<file path="src/rtl/ps2_scancode_rx.sv">
// -----------------------------------------------------------------------------
// ps2_scancode_rx
//   Host-side PS/2 keyboard receiver. Synchronises and glitch-filters the PS/2
//   clock, deframes 11-bit device-to-host frames (start, 8 data LSB-first, odd
//   parity, stop), and folds the set-2 prefixes E0 (extended) and F0 (break)
//   into flags so one qualified key event is issued per press/release.
//
// Ports
//   clk          in   system clock, also samples the PS/2 lines
//   rst_n        in   asynchronous active-low reset
//   keyboardCLK  in   PS/2 clock from keyboard (asynchronous)
//   keyboardData in   PS/2 data from keyboard (asynchronous)
//   raw_valid    out  1-cycle pulse per good byte (prefixes included)
//   raw_byte     out  last good byte, held
//   code_valid   out  1-cycle pulse per non-prefix key code
//   code         out  key code, held
//   code_ext     out  code was preceded by E0
//   code_break   out  code was preceded by F0
//   err_parity   out  1-cycle pulse on parity failure
//   err_frame    out  1-cycle pulse on bad start/stop bit or inter-edge timeout
//
// FSM states
//   state     | meaning
//   ST_IDLE   | waiting for a start bit strobe
//   ST_SHIFT  | collecting the 8 data bits
//   ST_PARITY | waiting for the parity bit
//   ST_STOP   | waiting for the stop bit, then evaluate the frame
// -----------------------------------------------------------------------------
module ps2_scancode_rx #(
    parameter int FILTER_LEN     = 8,
    parameter int TIMEOUT_CYCLES = 10000
) (
    input  logic       clk,
    input  logic       rst_n,
    input  logic       keyboardCLK,
    input  logic       keyboardData,
    output logic       raw_valid,
    output logic [7:0] raw_byte,
    output logic       code_valid,
    output logic [7:0] code,
    output logic       code_ext,
    output logic       code_break,
    output logic       err_parity,
    output logic       err_frame
);

    localparam int FW = (FILTER_LEN > 1) ? $clog2(FILTER_LEN) : 1;
    localparam int TW = $clog2(TIMEOUT_CYCLES + 1);
    localparam logic [FW-1:0] FLT_LAST = FW'(FILTER_LEN - 1);
    localparam logic [TW-1:0] TMO_LOAD = TW'(TIMEOUT_CYCLES - 1);

    typedef enum logic [1:0] {
        ST_IDLE,
        ST_SHIFT,
        ST_PARITY,
        ST_STOP
    } state_t;

    // Synchronisers; reset to the idle-high level of the PS/2 lines so that
    // reset release never looks like a falling edge.
    logic clk_s1, clk_s2, dat_s1, dat_s2;

    always_ff @(posedge clk or negedge rst_n) begin
        if (!rst_n) begin
            clk_s1 <= 1'b1;
            clk_s2 <= 1'b1;
            dat_s1 <= 1'b1;
            dat_s2 <= 1'b1;
        end else begin
            clk_s1 <= keyboardCLK;
            clk_s2 <= clk_s1;
            dat_s1 <= keyboardData;
            dat_s2 <= dat_s1;
        end
    end

    // Glitch filter: the filtered clock follows the synced clock only after
    // FILTER_LEN consecutive cycles at the new level. A filtered fall raises a
    // one-cycle strobe together with the data bit captured on that cycle.
    logic          clk_filt;
    logic [FW-1:0] flt_cnt;
    logic          strobe;
    logic          strobe_bit;

    always_ff @(posedge clk or negedge rst_n) begin
        if (!rst_n) begin
            clk_filt   <= 1'b1;
            flt_cnt    <= '0;
            strobe     <= 1'b0;
            strobe_bit <= 1'b0;
        end else begin
            strobe <= 1'b0;
            if (clk_s2 == clk_filt) begin
                flt_cnt <= '0;
            end else if (flt_cnt == FLT_LAST) begin
                clk_filt   <= clk_s2;
                flt_cnt    <= '0;
                strobe     <= ~clk_s2;
                strobe_bit <= dat_s2;
            end else begin
                flt_cnt <= flt_cnt + FW'(1);
            end
        end
    end

    // Frame FSM and output registers
    state_t        state, state_n;
    logic [7:0]    shreg, shreg_n;
    logic [2:0]    bitcnt, bitcnt_n;
    logic          par_bit, par_n;
    logic [TW-1:0] tmo_cnt, tmo_n;
    logic          ext_pend, ext_n;
    logic          brk_pend, brk_n;
    logic          raw_valid_n, code_valid_n, err_parity_n, err_frame_n;
    logic [7:0]    raw_byte_n, code_n;
    logic          code_ext_n, code_break_n;

    always_ff @(posedge clk or negedge rst_n) begin
        if (!rst_n) begin
            state      <= ST_IDLE;
            shreg      <= '0;
            bitcnt     <= '0;
            par_bit    <= 1'b0;
            tmo_cnt    <= '0;
            ext_pend   <= 1'b0;
            brk_pend   <= 1'b0;
            raw_valid  <= 1'b0;
            raw_byte   <= '0;
            code_valid <= 1'b0;
            code       <= '0;
            code_ext   <= 1'b0;
            code_break <= 1'b0;
            err_parity <= 1'b0;
            err_frame  <= 1'b0;
        end else begin
            state      <= state_n;
            shreg      <= shreg_n;
            bitcnt     <= bitcnt_n;
            par_bit    <= par_n;
            tmo_cnt    <= tmo_n;
            ext_pend   <= ext_n;
            brk_pend   <= brk_n;
            raw_valid  <= raw_valid_n;
            raw_byte   <= raw_byte_n;
            code_valid <= code_valid_n;
            code       <= code_n;
            code_ext   <= code_ext_n;
            code_break <= code_break_n;
            err_parity <= err_parity_n;
            err_frame  <= err_frame_n;
        end
    end

    always_comb begin
        state_n      = state;
        shreg_n      = shreg;
        bitcnt_n     = bitcnt;
        par_n        = par_bit;
        tmo_n        = tmo_cnt;
        ext_n        = ext_pend;
        brk_n        = brk_pend;
        raw_valid_n  = 1'b0;
        raw_byte_n   = raw_byte;
        code_valid_n = 1'b0;
        code_n       = code;
        code_ext_n   = code_ext;
        code_break_n = code_break;
        err_parity_n = 1'b0;
        err_frame_n  = 1'b0;

        if (strobe) begin
            // Every strobe restarts the inter-edge timeout down-counter.
            tmo_n = TMO_LOAD;
            case (state)
                ST_IDLE: begin
                    if (strobe_bit) begin
                        err_frame_n = 1'b1;
                    end else begin
                        state_n  = ST_SHIFT;
                        bitcnt_n = '0;
                    end
                end
                ST_SHIFT: begin
                    shreg_n  = {strobe_bit, shreg[7:1]};
                    bitcnt_n = bitcnt + 3'd1;
                    if (bitcnt == 3'd7) begin
                        state_n = ST_PARITY;
                    end
                end
                ST_PARITY: begin
                    par_n   = strobe_bit;
                    state_n = ST_STOP;
                end
                ST_STOP: begin
                    state_n = ST_IDLE;
                    if (!strobe_bit) begin
                        err_frame_n = 1'b1;
                    end else if ((^{shreg, par_bit}) != 1'b1) begin
                        err_parity_n = 1'b1;
                    end else begin
                        raw_valid_n = 1'b1;
                        raw_byte_n  = shreg;
                        if (shreg == 8'hE0) begin
                            ext_n = 1'b1;
                        end else if (shreg == 8'hF0) begin
                            brk_n = 1'b1;
                        end else begin
                            code_valid_n = 1'b1;
                            code_n       = shreg;
                            code_ext_n   = ext_pend;
                            code_break_n = brk_pend;
                            ext_n        = 1'b0;
                            brk_n        = 1'b0;
                        end
                    end
                end
                default: state_n = ST_IDLE;
            endcase
        end else if (state != ST_IDLE) begin
            if (tmo_cnt == '0) begin
                err_frame_n = 1'b1;
                state_n     = ST_IDLE;
            end else begin
                tmo_n = tmo_cnt - TW'(1);
            end
        end

        if (err_frame_n || err_parity_n) begin
            ext_n = 1'b0;
            brk_n = 1'b0;
        end
    end

endmodule

</file>
<file path="config.mk">
export PLATFORM = sky130hd
export DESIGN_NAME = ps2_scancode_rx
export DESIGN_NICKNAME = d
export VERILOG_FILES = /design/src/rtl/ps2_scancode_rx.sv
export SDC_FILE = /design/constraint.sdc
export NUM_CORES = 1
export LEC_CHECK = 0
export CORE_MARGIN = 2
export CORE_UTILIZATION = 35
export DETAILED_ROUTE_END_ITERATION = 16
export PLACE_DENSITY = 0.59
export SYNTH_ARGS = -nofsm -noshare
export SYNTH_HDL_FRONTEND = slang
export SYNTH_SLANG_ARGS = --single-unit
</file>
<file path="constraint.sdc">
create_clock -name clk -period 2.1 [get_ports clk]
set_clock_uncertainty 0.15 [all_clocks]
set_input_delay 0.63 -clock clk [delete_from_list [all_inputs] [get_ports clk]]
set_output_delay 0.63 -clock clk [all_outputs]
set_load 0.02 [all_outputs]
</file>
Word-level counts from Yosys, hierarchy flattened
Cells that the tools add are included.

Bits in registers: 62. Bits of input ports: 4. Output and inout bits: 22. Logic and storage cells: 115.

Add/subtract/negate cells: 3. Eq/ne operators: 14. Muxes and demuxes: 49. Bitwise logic cells: 4. Reduce and logical (&&, ||, !) cells: 22.

Operator list (count): $mux W14 (3); $mux W1 (35); $eq A8 B8 Y1 const B (2); $reduce_bool A2 Y1 (8); $logic_not A14 Y1 (1); $sub A14 B1 Y14 const B (1); $mux W2 (5); $reduce_and A5 Y1 (2); $mux W3 (3); $reduce_xor A9 Y1 (1); $pmux W2 S4 (1); $reduce_and A2 Y1 (4); $reduce_and A4 Y1 (2); $add A3 B1 Y3 const B (2); $eq A3 B3 Y1 const B (2); $ne A3 B3 Y1 const B (2); $pmux W3 S2 (1); $reduce_and A6 Y1 (1); $eq A2 B2 Y1 const B (2); $ne A2 B2 Y1 const B (2); $not A1 Y1 (4); $ne A3 B2 Y1 const B (1); $reduce_and A3 Y1 (1); $eq A2 B1 Y1 const B (1); other kinds (5) (5).

Depth between registers and ports, before layout
Gate-level depths: netlist of the first run.

Depth in word-level cells: 8. Mapped depth: 8. Gate-level depth less buffers: 7.

Worst setup path after synthesis of the first run
OpenSTA, ideal clock, no wires.

Path type: register -> register. Start point: register tmo_cnt[0]. End point: register tmo_cnt[2]. Library setup time: 132 ps. Arrival: 1978 ps. Data required time: 1818 ps. Path slack: -160 ps. Cell stages (with the launch flop): 8. Path buffers: 1. Period minus slack after synthesis: 2260 ps. Path through: dfrtp_1 > inv_1 > ha_1 > or4b_2 > nor4_2 > buf_2 > nor3_1 > or3b_1.

Longest elaborated chain between the ends: 4. Elaborated cells between the ends (all ways): 7. Classes of those cells: 1 x add/sub; 1 x eq/ne; 3 x mux; 2 x reduce/logical.

Ends and longest elaborated chain: from (decl) (line 111) `logic [TW-1:0] tmo_cnt, tmo_n;`; from (signal assigned) (line 140) `tmo_cnt <= tmo_n;`; $sub A14 B1 Y14 (line 224) `tmo_n = tmo_cnt - TW'(1);`; $mux W14 (line 220) `if (tmo_cnt == '0) begin`; $mux W14 (line 219) `end else if (state != ST_IDLE) begin`; $mux W14 (line 171) `if (strobe) begin`.

Parallel ways exist; a longest one is shown, timed or not. The select of a mux whose other input is x is not followed. A chain may end at the register's enable or synchronous reset.

Final worst setup path of the first run
Start point: register tmo_cnt[5]. End point: register tmo_cnt[11].

The elaborated chain is that of the path after synthesis.

==> impl_metrics.prom, run 1 <==
# TYPE chip_impl_metric gauge
chip_impl_metric{name="yosys.area.top_type_share",unit="%"} 50.55
chip_impl_metric{name="met2WireLength",unit="µm"} 2749
chip_impl_info{name="ys.flop_type",value="dfrtp_1"} 1
chip_impl_metric{name="synth.lib_cells_used.distinct",unit=""} 50
chip_impl_info{name="yosys-top-cells-area",value="dfrtp_1 (51%), dfstp_2 (4.7%), ha_1 (4.4%), nand2_1 (4.4%), mux2_2 (4.4%)"} 1
chip_impl_info{name="top_signal_layer_used",value="met4"} 1
chip_impl_info{name="critical_path.reg2reg.endpoint",value="tmo_cnt[11]"} 1
chip_impl_metric{name="finalHoldViolations",unit=""} 0
chip_impl_metric{name="die_width",unit="µm"} 93.79
chip_impl_metric{name="postLayoutCellArea",unit="µm²"} 3953
chip_impl_metric{name="edff_count_synth",unit=""} 0
chip_impl_metric{name="timing.critical_path.arrival",unit="ps"} 2270
chip_impl_metric{name="gp_congestion",unit=""} 0.7823
chip_impl_metric{name="syn_inst",unit=""} 247
chip_impl_metric{name="setup_viol",unit=""} 15
chip_impl_metric{name="pwr_density_cell",unit="nW/µm²"} 693.3
chip_impl_info{name="worst-setup-path-type",value="reg2reg"} 1
chip_impl_metric{name="post_synthesis_mean_instance_area",unit="µm²"} 11.42
chip_impl_metric{name="clk_path_buf_depth",unit=""} 2
chip_impl_metric{name="groute.usage.overall",unit="%"} 14.27
chip_impl_info{name="cts_tree",value="yes"} 1
chip_impl_metric{name="worst-path-max-fanout",unit=""} 4
chip_impl_metric{name="met1_wire_length",unit="µm"} 2848
chip_impl_info{name="critical_path.cell_chain",value="or4_4 > or4_4 > nor4b_4 > xnor2_1 > nor2_1"} 1
chip_impl_info{name="worstSetupStartpointType",value="register"} 1
chip_impl_info{name="cpMostUsedCell",value="or4_4"} 1
chip_impl_metric{name="post-route-worst-setup-slack",unit="ps"} -100.2
chip_impl_metric{name="syn_area",unit="µm²"} 2821
chip_impl_metric{name="largest_stage_delay_on_the_critical_path",unit="ps"} 550
chip_impl_metric{name="hold_buffers",unit=""} 0
chip_impl_metric{name="postSynthRegisterBits",unit=""} 62
chip_impl_metric{name="setup_total_negative_slack",unit="ps"} -548.7
chip_impl_metric{name="r2r_setup_slack",unit="ps"} -100
chip_impl_metric{name="worst_skew_pair.late_latency",unit="ps"} 340
chip_impl_metric{name="cts.htree.levels",unit=""} 3
chip_impl_info{name="cts-root-buf",value="clkbuf_8"} 1
chip_impl_metric{name="leakage",unit="nW"} 2.227
chip_impl_info{name="violations",value="setup timing"} 1
chip_impl_metric{name="drtAntennaViolNets",unit=""} 0
chip_impl_metric{name="clkSlewWorstSetupHoldPaths",unit="ps"} 70
chip_impl_metric{name="slew_headroom",unit="%"} 74.97
chip_impl_metric{name="routed_wl",unit="µm"} 5915
chip_impl_info{name="worst_setup_path_end_kind",value="register"} 1
chip_impl_metric{name="final_period_minus_worst_setup_slack",unit="ps"} 2200
chip_impl_metric{name="placement.io_buffers",unit=""} 25
chip_impl_metric{name="dieHeight",unit="µm"} 93.79
chip_impl_metric{name="largest_net_degree_at_the_start_of_global_routing",unit=""} 63
chip_impl_metric{name="net_count_final",unit=""} 333
chip_impl_metric{name="number_of_max_cap_violations",unit=""} 0
chip_impl_metric{name="post_drt_via_cell_ratio",unit=""} 4.810
chip_impl_metric{name="maxSlewViolCount",unit=""} 0
chip_impl_metric{name="worst_slew_pin_slew",unit="ps"} 372.0
chip_impl_metric{name="placeable_area",unit="µm²"} 7767
chip_impl_info{name="mostFrequentLayoutCell",value="dfrtp_1"} 1
chip_impl_info{name="synthDominantAreaCellType",value="dfrtp_1"} 1
chip_impl_metric{name="r2r_cells",unit=""} 5
chip_impl_metric{name="wire_per_inst",unit="µm"} 13.88
chip_impl_metric{name="design_power_total",unit="mW"} 2.740
chip_impl_info{name="worst_r2r_startpoint",value="tmo_cnt[5]"} 1
chip_impl_metric{name="synth_seq_area_share",unit="%"} 55.21
chip_impl_info{name="status",value="finished with violations"} 1
chip_impl_info{name="timing.critical_path.slowest_stage_cell",value="or4_4"} 1
chip_impl_metric{name="routed-via-count",unit=""} 2049
chip_impl_metric{name="cts_num_sinks",unit=""} 62
chip_impl_metric{name="globalRoute.totalOverflow",unit=""} 0
chip_impl_metric{name="antennaDiodeCount",unit=""} 0
chip_impl_info{name="layout_common_cells",value="dfrtp_1 (57), buf_4 (37), nand2_1 (33)"} 1
chip_impl_metric{name="first_global_vias",unit=""} 2041
chip_impl_metric{name="cp.required",unit="ps"} 2170
chip_impl_metric{name="floorplan.die_area",unit="µm²"} 8796
chip_impl_metric{name="grt_pass1_wl",unit="µm"} 9618
chip_impl_metric{name="min_period_over_period",unit="%"} 104.8
chip_impl_info{name="rsz0062_at_grt",value="true"} 1
chip_impl_metric{name="finish.utilization",unit="%"} 50.89
chip_impl_metric{name="max_freq",unit="MHz"} 454.5
chip_impl_metric{name="drtPass1Iterations",unit=""} 4
chip_impl_metric{name="drt_iter0_drc",unit=""} 91
chip_impl_metric{name="fp-row-count",unit=""} 32
chip_impl_info{name="hp-class",value="in2async"} 1
chip_impl_metric{name="layout-drive-gt1-share",unit="%"} 33.33
chip_impl_metric{name="postSynthNetCount",unit=""} 261
chip_impl_metric{name="postPlaceCellArea",unit="µm²"} 3517
chip_impl_metric{name="vdd_ir_drop_max",unit="V"} 0.0003860
chip_impl_metric{name="yosysWarnings",unit=""} 0
chip_impl_metric{name="syn2layout_area_growth",unit="%"} 40.09
chip_impl_metric{name="dp_hpwl",unit="µm"} 3754
chip_impl_metric{name="wl_met3",unit="µm"} 230
chip_impl_metric{name="antenna_found_initial",unit=""} 0
chip_impl_metric{name="cts-buffers-inserted",unit=""} 9
chip_impl_metric{name="synth-async-reset-ratio",unit="%"} 100.0
chip_impl_metric{name="hold-worst-slack",unit="ps"} 122.6
chip_impl_metric{name="pin_count",unit=""} 26
chip_impl_metric{name="remaining_drc_errors",unit=""} 0
chip_impl_metric{name="initial_core_util",unit="%"} 36.32
[per-layer routing]
layer	vias to the layer above	track usage, %
li1	998	-
met1	1007	19.48
met2	36	20.83
met3	8	4.976
met4	0	5.435
met5	-	0
[worst max path at each step]
| stage | from | to | slack, ps |
|---|---|---|---|
| 2_1_floorplan | shreg[5] | code_ext | -70 |
| 3_3_place_gp | tmo_cnt[0] | tmo_cnt[1] | -70 |
| 3_5_place_dp | tmo_cnt[0] | tmo_cnt[1] | -120 |
| 4_1_cts | tmo_cnt[5] | tmo_cnt[11] | -100 |
| 5_1_grt | tmo_cnt[5] | tmo_cnt[11] | -170 |
| 6_report | tmo_cnt[5] | tmo_cnt[11] | -100 |
[logic make-up after synthesis]
logic type	Yosys count	synth area share [%]
AOI/OAI and AO/OA	29	7.051
xor gates and xnor gates	17	6.297
adders and majority gates	10	4.435
buffers and inverters	18	2.616
DFF	62	55.21
muxes	14	5.765
and+or+nand+nor	97	18.63
[report_power, final]
group          internal [mW]  switching, mW
sequential              1.25         0.0278
combinational          0.222          0.212
clock                  0.577          0.448
total                   2.05          0.688
[cell usage after synthesis (3+ instances only)]
library cell	count
a21oi_1	6
a22o_1	4
and2_1	3
clkbuf_1	5
dfrtp_1	57
dfstp_2	5
ha_1	10
inv_1	9
mux2_2	11
nand2_1	33
nand2b_1	7
nand3_1	3
nor2_1	14
nor2b_1	4
nor3_1	9
nor4_1	4
o21ai_0	7
o22a_1	4
or3_1	3
or4_1	3
xnor2_1	13
[repair_timing]
| action | 4_1_cts | 5_1_grt |
|---|---|---|
| resized for setup | 9 | 49 |
| pin swaps | 7 | 16 |
| endpoints found under the setup margin | 30 | 52 |
| cloned | 0 | 1 |
| buffers inserted | 2 | 2 |
[through the flow]
step                setup slack, ps  std cells
finish                       -100.2        426
global route                 -167.4        426
CTS                          -95.94        423
detailed placement           -118.3        405
global placement             -67.79        405
floorplan                    -65.25        247
[critical path, delay by kind of cell, from the launching register on]
family	cells	cell delay [ps]
flip-flops	1	380
AND/OR/NAND/NOR	4	1390
XOR/XNOR	1	140
[flip-flops by register name, summed over array words and instances (netlist names), 2 cells and up]
signal,cells
raw_byte,8
bitcnt,3
shreg,8
tmo_cnt,14
flt_cnt,3
state,2
code,8
[final cells by class]
| class | instances | area (µm²) |
|---|---|---|
| timing repair buffer | 69 | 648.1 |
| sequential | 62 | 1558 |
| tap | 102 | 127.6 |
| clock buffer | 12 | 145.1 |
| multi-input combinational | 167 | 1384 |
| fill | 691 | 3815 |
| clock inverter | 4 | 47.55 |
| inverter | 10 | 42.54 |
Power figures use the tool's default switching activity.
==> run 2: changes to the inputs <==
--- a/config.mk
+++ b/config.mk
@@ -9,6 +9,7 @@
 export CORE_UTILIZATION = 35
 export DETAILED_ROUTE_END_ITERATION = 16
 export PLACE_DENSITY = 0.59
+export RECOVER_POWER = 25
 export SYNTH_ARGS = -nofsm -noshare
 export SYNTH_HDL_FRONTEND = slang
 export SYNTH_SLANG_ARGS = --single-unit
==> impl_metrics.prom, run 2 (same netlist as run 1, synthesis figures left out) <==
# TYPE chip_impl_metric gauge
chip_impl_metric{name="hold_buffers",unit=""} 0
chip_impl_metric{name="floorplan.die_area",unit="µm²"} 8796
chip_impl_metric{name="postLayoutCellArea",unit="µm²"} 3938
chip_impl_info{name="crit_path_start",value="tmo_cnt[5]"} 1
chip_impl_metric{name="hold-worst-slack",unit="ps"} 205.3
chip_impl_info{name="worstSetupStartpointType",value="register"} 1
chip_impl_info{name="violations",value="capacitance limit, slew limit, setup timing"} 1
chip_impl_metric{name="pwr_density_cell",unit="nW/µm²"} 695.2
chip_impl_metric{name="syn2layout_area_growth",unit="%"} 39.56
chip_impl_metric{name="cts-buffers-inserted",unit=""} 9
chip_impl_metric{name="postPlaceCellArea",unit="µm²"} 3517
chip_impl_metric{name="multiInputGateArea",unit="µm²"} 1384
chip_impl_info{name="worst_setup_path_end_kind",value="register"} 1
chip_impl_metric{name="post_drt_via_cell_ratio",unit=""} 4.793
chip_impl_metric{name="placed_cells_incl_taps",unit=""} 405
chip_impl_metric{name="min_period_over_period",unit="%"} 104.7
chip_impl_metric{name="layout-drive-gt1-share",unit="%"} 33.33
chip_impl_metric{name="placeable_area",unit="µm²"} 7767
chip_impl_metric{name="vdd_ir_drop_max",unit="V"} 0.0003857
chip_impl_metric{name="worst_slew_pin_slew",unit="ps"} 1505
chip_impl_metric{name="routed_wl",unit="µm"} 5900
chip_impl_info{name="hp-class",value="reg2reg"} 1
chip_impl_metric{name="timing.critical_path.arrival",unit="ps"} 2270
chip_impl_metric{name="antenna_found_initial",unit=""} 0
chip_impl_metric{name="slew_headroom",unit="%"} -0.3375
chip_impl_metric{name="post-route-worst-setup-slack",unit="ps"} -98.97
chip_impl_metric{name="final_period_minus_worst_setup_slack",unit="ps"} 2199
chip_impl_info{name="mostFrequentLayoutCell",value="dfrtp_1"} 1
chip_impl_metric{name="first_global_vias",unit=""} 2041
chip_impl_metric{name="cp.required",unit="ps"} 2170
chip_impl_metric{name="pin_count",unit=""} 26
chip_impl_metric{name="finalHoldViolations",unit=""} 0
chip_impl_metric{name="cts_num_sinks",unit=""} 62
chip_impl_metric{name="drt_iter0_drc",unit=""} 85
chip_impl_info{name="status",value="finished with violations"} 1
chip_impl_metric{name="r2r_cells",unit=""} 5
chip_impl_metric{name="design_power_total",unit="mW"} 2.737
chip_impl_metric{name="setup_viol",unit=""} 15
chip_impl_metric{name="min_delay_path_depth",unit=""} 0
chip_impl_info{name="hold-path-endpoint",value="dat_s2"} 1
chip_impl_info{name="largest_register_by_flop_count",value="tmo_cnt"} 1
chip_impl_metric{name="finish.utilization",unit="%"} 50.69
chip_impl_metric{name="grt_pass1_wl",unit="µm"} 9618
chip_impl_metric{name="worst_skew_pair.late_latency",unit="ps"} 340
chip_impl_info{name="worst_r2r_startpoint",value="tmo_cnt[5]"} 1
chip_impl_metric{name="worst-path-max-fanout",unit=""} 4
chip_impl_metric{name="remaining_drc_errors",unit=""} 0
chip_impl_info{name="cts-root-buf",value="clkbuf_8"} 1
chip_impl_metric{name="initial_core_util",unit="%"} 36.32
chip_impl_info{name="rsz0062_at_grt",value="true"} 1
chip_impl_metric{name="r2r_setup_slack",unit="ps"} -100
chip_impl_metric{name="register_area",unit="µm²"} 1558
chip_impl_metric{name="clkSlewWorstSetupHoldPaths",unit="ps"} 70
chip_impl_metric{name="drtAntennaViolNets",unit=""} 0
chip_impl_metric{name="wire_per_inst",unit="µm"} 13.85
chip_impl_metric{name="number_of_max_cap_violations",unit=""} 1
chip_impl_metric{name="routed-via-count",unit=""} 2042
chip_impl_metric{name="largest_net_degree_at_the_start_of_global_routing",unit=""} 63
chip_impl_metric{name="cts.htree.levels",unit=""} 3
chip_impl_metric{name="largest_register_ff_count",unit=""} 14
chip_impl_info{name="holdCritStartpoint",value="dat_s1"} 1
chip_impl_metric{name="fp-row-count",unit=""} 32
chip_impl_metric{name="drtPass1Iterations",unit=""} 6
chip_impl_metric{name="instances_no_fill",unit=""} 426
chip_impl_metric{name="clk_path_buf_depth",unit=""} 2
chip_impl_metric{name="net_count_final",unit=""} 333
chip_impl_metric{name="groute.usage.overall",unit="%"} 14.27
chip_impl_metric{name="dp_hpwl",unit="µm"} 3754
chip_impl_info{name="cts_tree",value="yes"} 1
chip_impl_metric{name="leakage",unit="nW"} 2.221
chip_impl_metric{name="setup_total_negative_slack",unit="ps"} -549.4
chip_impl_info{name="worst-setup-path-type",value="reg2reg"} 1
chip_impl_metric{name="dieHeight",unit="µm"} 93.79
chip_impl_metric{name="place_ws",unit="ps"} -118.3
chip_impl_metric{name="globalRoute.totalOverflow",unit=""} 0
chip_impl_metric{name="n_fill_cell",unit=""} 693
chip_impl_metric{name="antennaDiodeCount",unit=""} 0
chip_impl_metric{name="maxSlewViolCount",unit=""} 62
chip_impl_metric{name="gp_congestion",unit=""} 0.7823
chip_impl_metric{name="placement.io_buffers",unit=""} 25
chip_impl_metric{name="max_freq",unit="MHz"} 454.8
chip_impl_info{name="critical_path.reg2reg.endpoint",value="tmo_cnt[11]"} 1
chip_impl_metric{name="die_width",unit="µm"} 93.79
chip_impl_info{name="layout_common_cells",value="dfrtp_1 (57), buf_4 (37), nand2_1 (33)"} 1
run 2: power by group:
part	switching, mW	internal [mW]
registers	0.0277	1.25
logic	0.211	0.219
clock network	0.450	0.577
total	0.689	2.05
run 2: critical path, cell delays in order (launching register included):
cell     delay, ps
dfrtp_1        380
or4_4          550
or4_4          550
nor4b_4        240
xnor2_1        140
nor2_1          50
run 2: area by class of cell:
cell class	instances	area share, %
Clock inverter	4	1.207
Multi-Input combinational cell	167	35.14
Inverter	10	1.080
Clock buffer	12	3.686
Timing Repair Buffer	69	16.08
Tap cell	102	3.241
Sequential cell	62	39.56
run 2: routing by layer:
metal / part of all wire, % / global-route usage (%)
met5: 0 / 0
met4: 1.5 / 5.435
met3: 3.5 / 4.976
met2: 47 / 20.83
met1: 48 / 19.48
run 2: what timing repair did:
action,4_1_cts,5_1_grt
cloned,0,1
resized for setup,9,49
setup endpoints to repair,30,52
pin swaps,7,16
buffers inserted,2,2
run 2: worst max-delay path by stage:
stage	endpoint	slack, ps
2_1_floorplan	code_ext	-70
3_3_place_gp	tmo_cnt[1]	-70
3_5_place_dp	tmo_cnt[1]	-120
4_1_cts	tmo_cnt[11]	-100
5_1_grt	tmo_cnt[11]	-170
6_report	tmo_cnt[11]	-100
==> run 3: changes to the inputs <==
--- a/config.mk
+++ b/config.mk
@@ -10,6 +10,7 @@
 export DETAILED_ROUTE_END_ITERATION = 16
 export PLACE_DENSITY = 0.59
 export RECOVER_POWER = 25
+export SETUP_SLACK_MARGIN = 0.1
 export SYNTH_ARGS = -nofsm -noshare
 export SYNTH_HDL_FRONTEND = slang
 export SYNTH_SLANG_ARGS = --single-unit
==> impl_metrics.prom, run 3 (same netlist as run 1, synthesis figures left out) <==
# TYPE chip_impl_metric gauge
chip_impl_metric{name="cp.required",unit="ps"} 2170
chip_impl_metric{name="routed_wl",unit="µm"} 6132
chip_impl_info{name="cts-root-buf",value="clkbuf_8"} 1
chip_impl_info{name="crit_path_start",value="tmo_cnt[4]"} 1
chip_impl_metric{name="vdd_ir_drop_max",unit="V"} 0.0004142
chip_impl_info{name="layout_common_cells",value="dfrtp_1 (57), buf_4 (45), nand2_1 (33)"} 1
chip_impl_metric{name="r2r_cells",unit=""} 5
chip_impl_metric{name="antennaDiodeCount",unit=""} 0
chip_impl_metric{name="dp_hpwl",unit="µm"} 3909
chip_impl_metric{name="antenna_found_initial",unit=""} 0
chip_impl_metric{name="largest_net_degree_at_the_start_of_global_routing",unit=""} 63
chip_impl_metric{name="combinationalPowerShare",unit="%"} 17.5
chip_impl_metric{name="pwr-share-clk",unit="%"} 35.2
chip_impl_info{name="worst-setup-path-type",value="reg2reg"} 1
chip_impl_metric{name="post_drt_via_cell_ratio",unit=""} 4.711
chip_impl_metric{name="post-route-worst-setup-slack",unit="ps"} -105.6
chip_impl_metric{name="slew_headroom",unit="%"} 6.682
chip_impl_info{name="largest_register_by_flop_count",value="tmo_cnt"} 1
chip_impl_metric{name="syn2layout_area_growth",unit="%"} 40.22
chip_impl_metric{name="remaining_drc_errors",unit=""} 0
chip_impl_metric{name="net_count_final",unit=""} 343
chip_impl_metric{name="globalRoute.totalOverflow",unit=""} 0
chip_impl_metric{name="sequentialPowerShare",unit="%"} 47.3
chip_impl_info{name="worst_r2r_startpoint",value="tmo_cnt[4]"} 1
chip_impl_metric{name="floorplan.die_area",unit="µm²"} 8796
chip_impl_metric{name="maxSlewViolCount",unit=""} 0
chip_impl_metric{name="die_width",unit="µm"} 93.79
chip_impl_info{name="mostFrequentLayoutCell",value="dfrtp_1"} 1
chip_impl_metric{name="worst_slew_pin_slew",unit="ps"} 1400
chip_impl_metric{name="gp_congestion",unit=""} 0.7803
chip_impl_metric{name="pin_count",unit=""} 26
chip_impl_info{name="status",value="finished with violations"} 1
chip_impl_metric{name="power.switching_fraction",unit="%"} 26.68
chip_impl_info{name="critical_path.reg2reg.endpoint",value="tmo_cnt[11]"} 1
chip_impl_metric{name="timing.critical_path.arrival",unit="ps"} 2280
chip_impl_metric{name="placed_cells_incl_taps",unit=""} 404
chip_impl_info{name="rsz0062_at_grt",value="true"} 1
chip_impl_info{name="worst_setup_path_end_kind",value="register"} 1
chip_impl_metric{name="hold_buffers",unit=""} 0
chip_impl_metric{name="fp-row-count",unit=""} 32
chip_impl_metric{name="drtAntennaViolNets",unit=""} 0
chip_impl_metric{name="dieHeight",unit="µm"} 93.79
chip_impl_metric{name="worst_skew_pair.late_latency",unit="ps"} 340
chip_impl_metric{name="p_sw",unit="mW"} 0.7252
chip_impl_info{name="cts_tree",value="yes"} 1
chip_impl_metric{name="max_freq",unit="MHz"} 453.4
chip_impl_metric{name="drt_iter0_drc",unit=""} 100
chip_impl_metric{name="placement.io_buffers",unit=""} 25
chip_impl_metric{name="leakage",unit="nW"} 2.077
chip_impl_info{name="worstSetupStartpointType",value="register"} 1
chip_impl_metric{name="cts_num_sinks",unit=""} 62
chip_impl_info{name="endpoint",value="tmo_cnt[11]"} 1
chip_impl_metric{name="grt_pass1_wl",unit="µm"} 10170
chip_impl_metric{name="number_of_max_cap_violations",unit=""} 0
chip_impl_metric{name="min_period_over_period",unit="%"} 105.0
chip_impl_metric{name="n_fill_cell",unit=""} 716
chip_impl_metric{name="cts.htree.levels",unit=""} 3
chip_impl_metric{name="design_power_total",unit="mW"} 2.718
chip_impl_metric{name="pwr_density_cell",unit="nW/µm²"} 687.0
chip_impl_info{name="violations",value="setup timing"} 1
chip_impl_metric{name="drtPass1Iterations",unit=""} 4
chip_impl_metric{name="r2r_setup_slack",unit="ps"} -110
chip_impl_info{name="hp-class",value="reg2reg"} 1
chip_impl_metric{name="largest_register_ff_count",unit=""} 14
chip_impl_metric{name="routed-via-count",unit=""} 2054
chip_impl_metric{name="clk_path_buf_depth",unit=""} 2
chip_impl_metric{name="instances_no_fill",unit=""} 436
chip_impl_metric{name="placeable_area",unit="µm²"} 7767
chip_impl_metric{name="setup_viol",unit=""} 21
chip_impl_metric{name="initial_core_util",unit="%"} 36.32
chip_impl_metric{name="groute.usage.overall",unit="%"} 15.15
chip_impl_metric{name="final_period_minus_worst_setup_slack",unit="ps"} 2206
chip_impl_metric{name="finalHoldViolations",unit=""} 0
chip_impl_metric{name="wire_per_inst",unit="µm"} 14.06
chip_impl_metric{name="cts-buffers-inserted",unit=""} 9
chip_impl_metric{name="layout-drive-gt1-share",unit="%"} 35.33
chip_impl_metric{name="first_global_vias",unit=""} 2081
chip_impl_metric{name="clkSlewWorstSetupHoldPaths",unit="ps"} 70
chip_impl_metric{name="p_int",unit="mW"} 1.993
chip_impl_metric{name="worst-path-max-fanout",unit=""} 4
==> run 3: changes by cell type in the layout (fill, tap and decap cells not counted), moves of 2 or more <==
cell and change:
buf_4 +8, mux2_4 +2, dlygate4sd2_1 +20, clkdlybuf4s50_1 -4
clkbuf_1 -2, mux2_2 -2, dlymetal6s2s_1 -16
==> run 3: critical path: stages, from the launching register on <==
cell and delay [ps]:
dfrtp_1 380, or4_4 550, or4_4 560, nor4b_4 240, xnor2_1 150, nor2_1 50
==> run 3: metal layers <==
layer  vias up  share of wire, %  track usage, %
met5         -                 0               0
met4         0               2.2           8.333
met3        10               2.7           3.692
met2        26                46           21.61
met1       995                49           21.06
li1       1023                 -               -
==> run 3: power groups by stage <==
stage | combinational [mW] | clock (mW) | sequential (mW)
5_1_grt | 0.522 | 1.05 | 1.29
3_5_place_dp | 0.372 | 0 | 1.31
2_1_floorplan | 0.230 | 0 | 1.30
3_3_place_gp | 0.370 | 0 | 1.31
4_1_cts | 0.441 | 0.994 | 1.29
6_report | 0.475 | 0.956 | 1.29
==> run 3: how the worst min path moves through the flow <==
stage | from | end | depth (start not counted) | slack [ps]
final | clk_s1 | clk_s2 | 0 | 210
after global placement | dat_s1 | dat_s2 | 0 | 200
after floorplan | rst_n | bitcnt[0] | 0 | 180
after detailed placement | clk_s1 | clk_s2 | 0 | 200
after global routing | clk_s1 | clk_s2 | 0 | 210
after CTS | rst_n | tmo_cnt[11] | 2 | 140
==> run 3: timing repair <==
action / 4_1_cts / 5_1_grt
setup endpoints to repair: 59 / 37
gates cloned: 2 / 0
pin swaps: 11 / 8
gates resized for setup: 49 / 12
buffers inserted: 7 / 8
==> run 3: final cells by class <==
class                   count  area, µm²  area share (%)
multi-input cells         167       1391           35.17
clock inverters             5      33.78          0.8539
well taps                 102      127.6           3.226
clock buffers              11      151.4           3.827
inverters                  10      40.04           1.012
flip-flops and latches     62       1558           39.37
repair buffers             79      654.4           16.54
==> run 3: stage by stage <==
step	hold WS, ps	instance area (µm²)	setup slack (ps)	TNS, ps	utilization [%]
2_1_floorplan	184.4	2907	-65.25	-203.3	-
3_3_place_gp	195.8	3535	-64.00	-264.8	45.51
3_5_place_dp	197.3	3535	-82.53	-771.0	45.51
4_1_cts	135.8	3857	-86.28	-868.4	49.66
5_1_grt	209.5	3956	-192.2	-2935	50.93
6_report	205.4	3956	-105.6	-1014	50.93
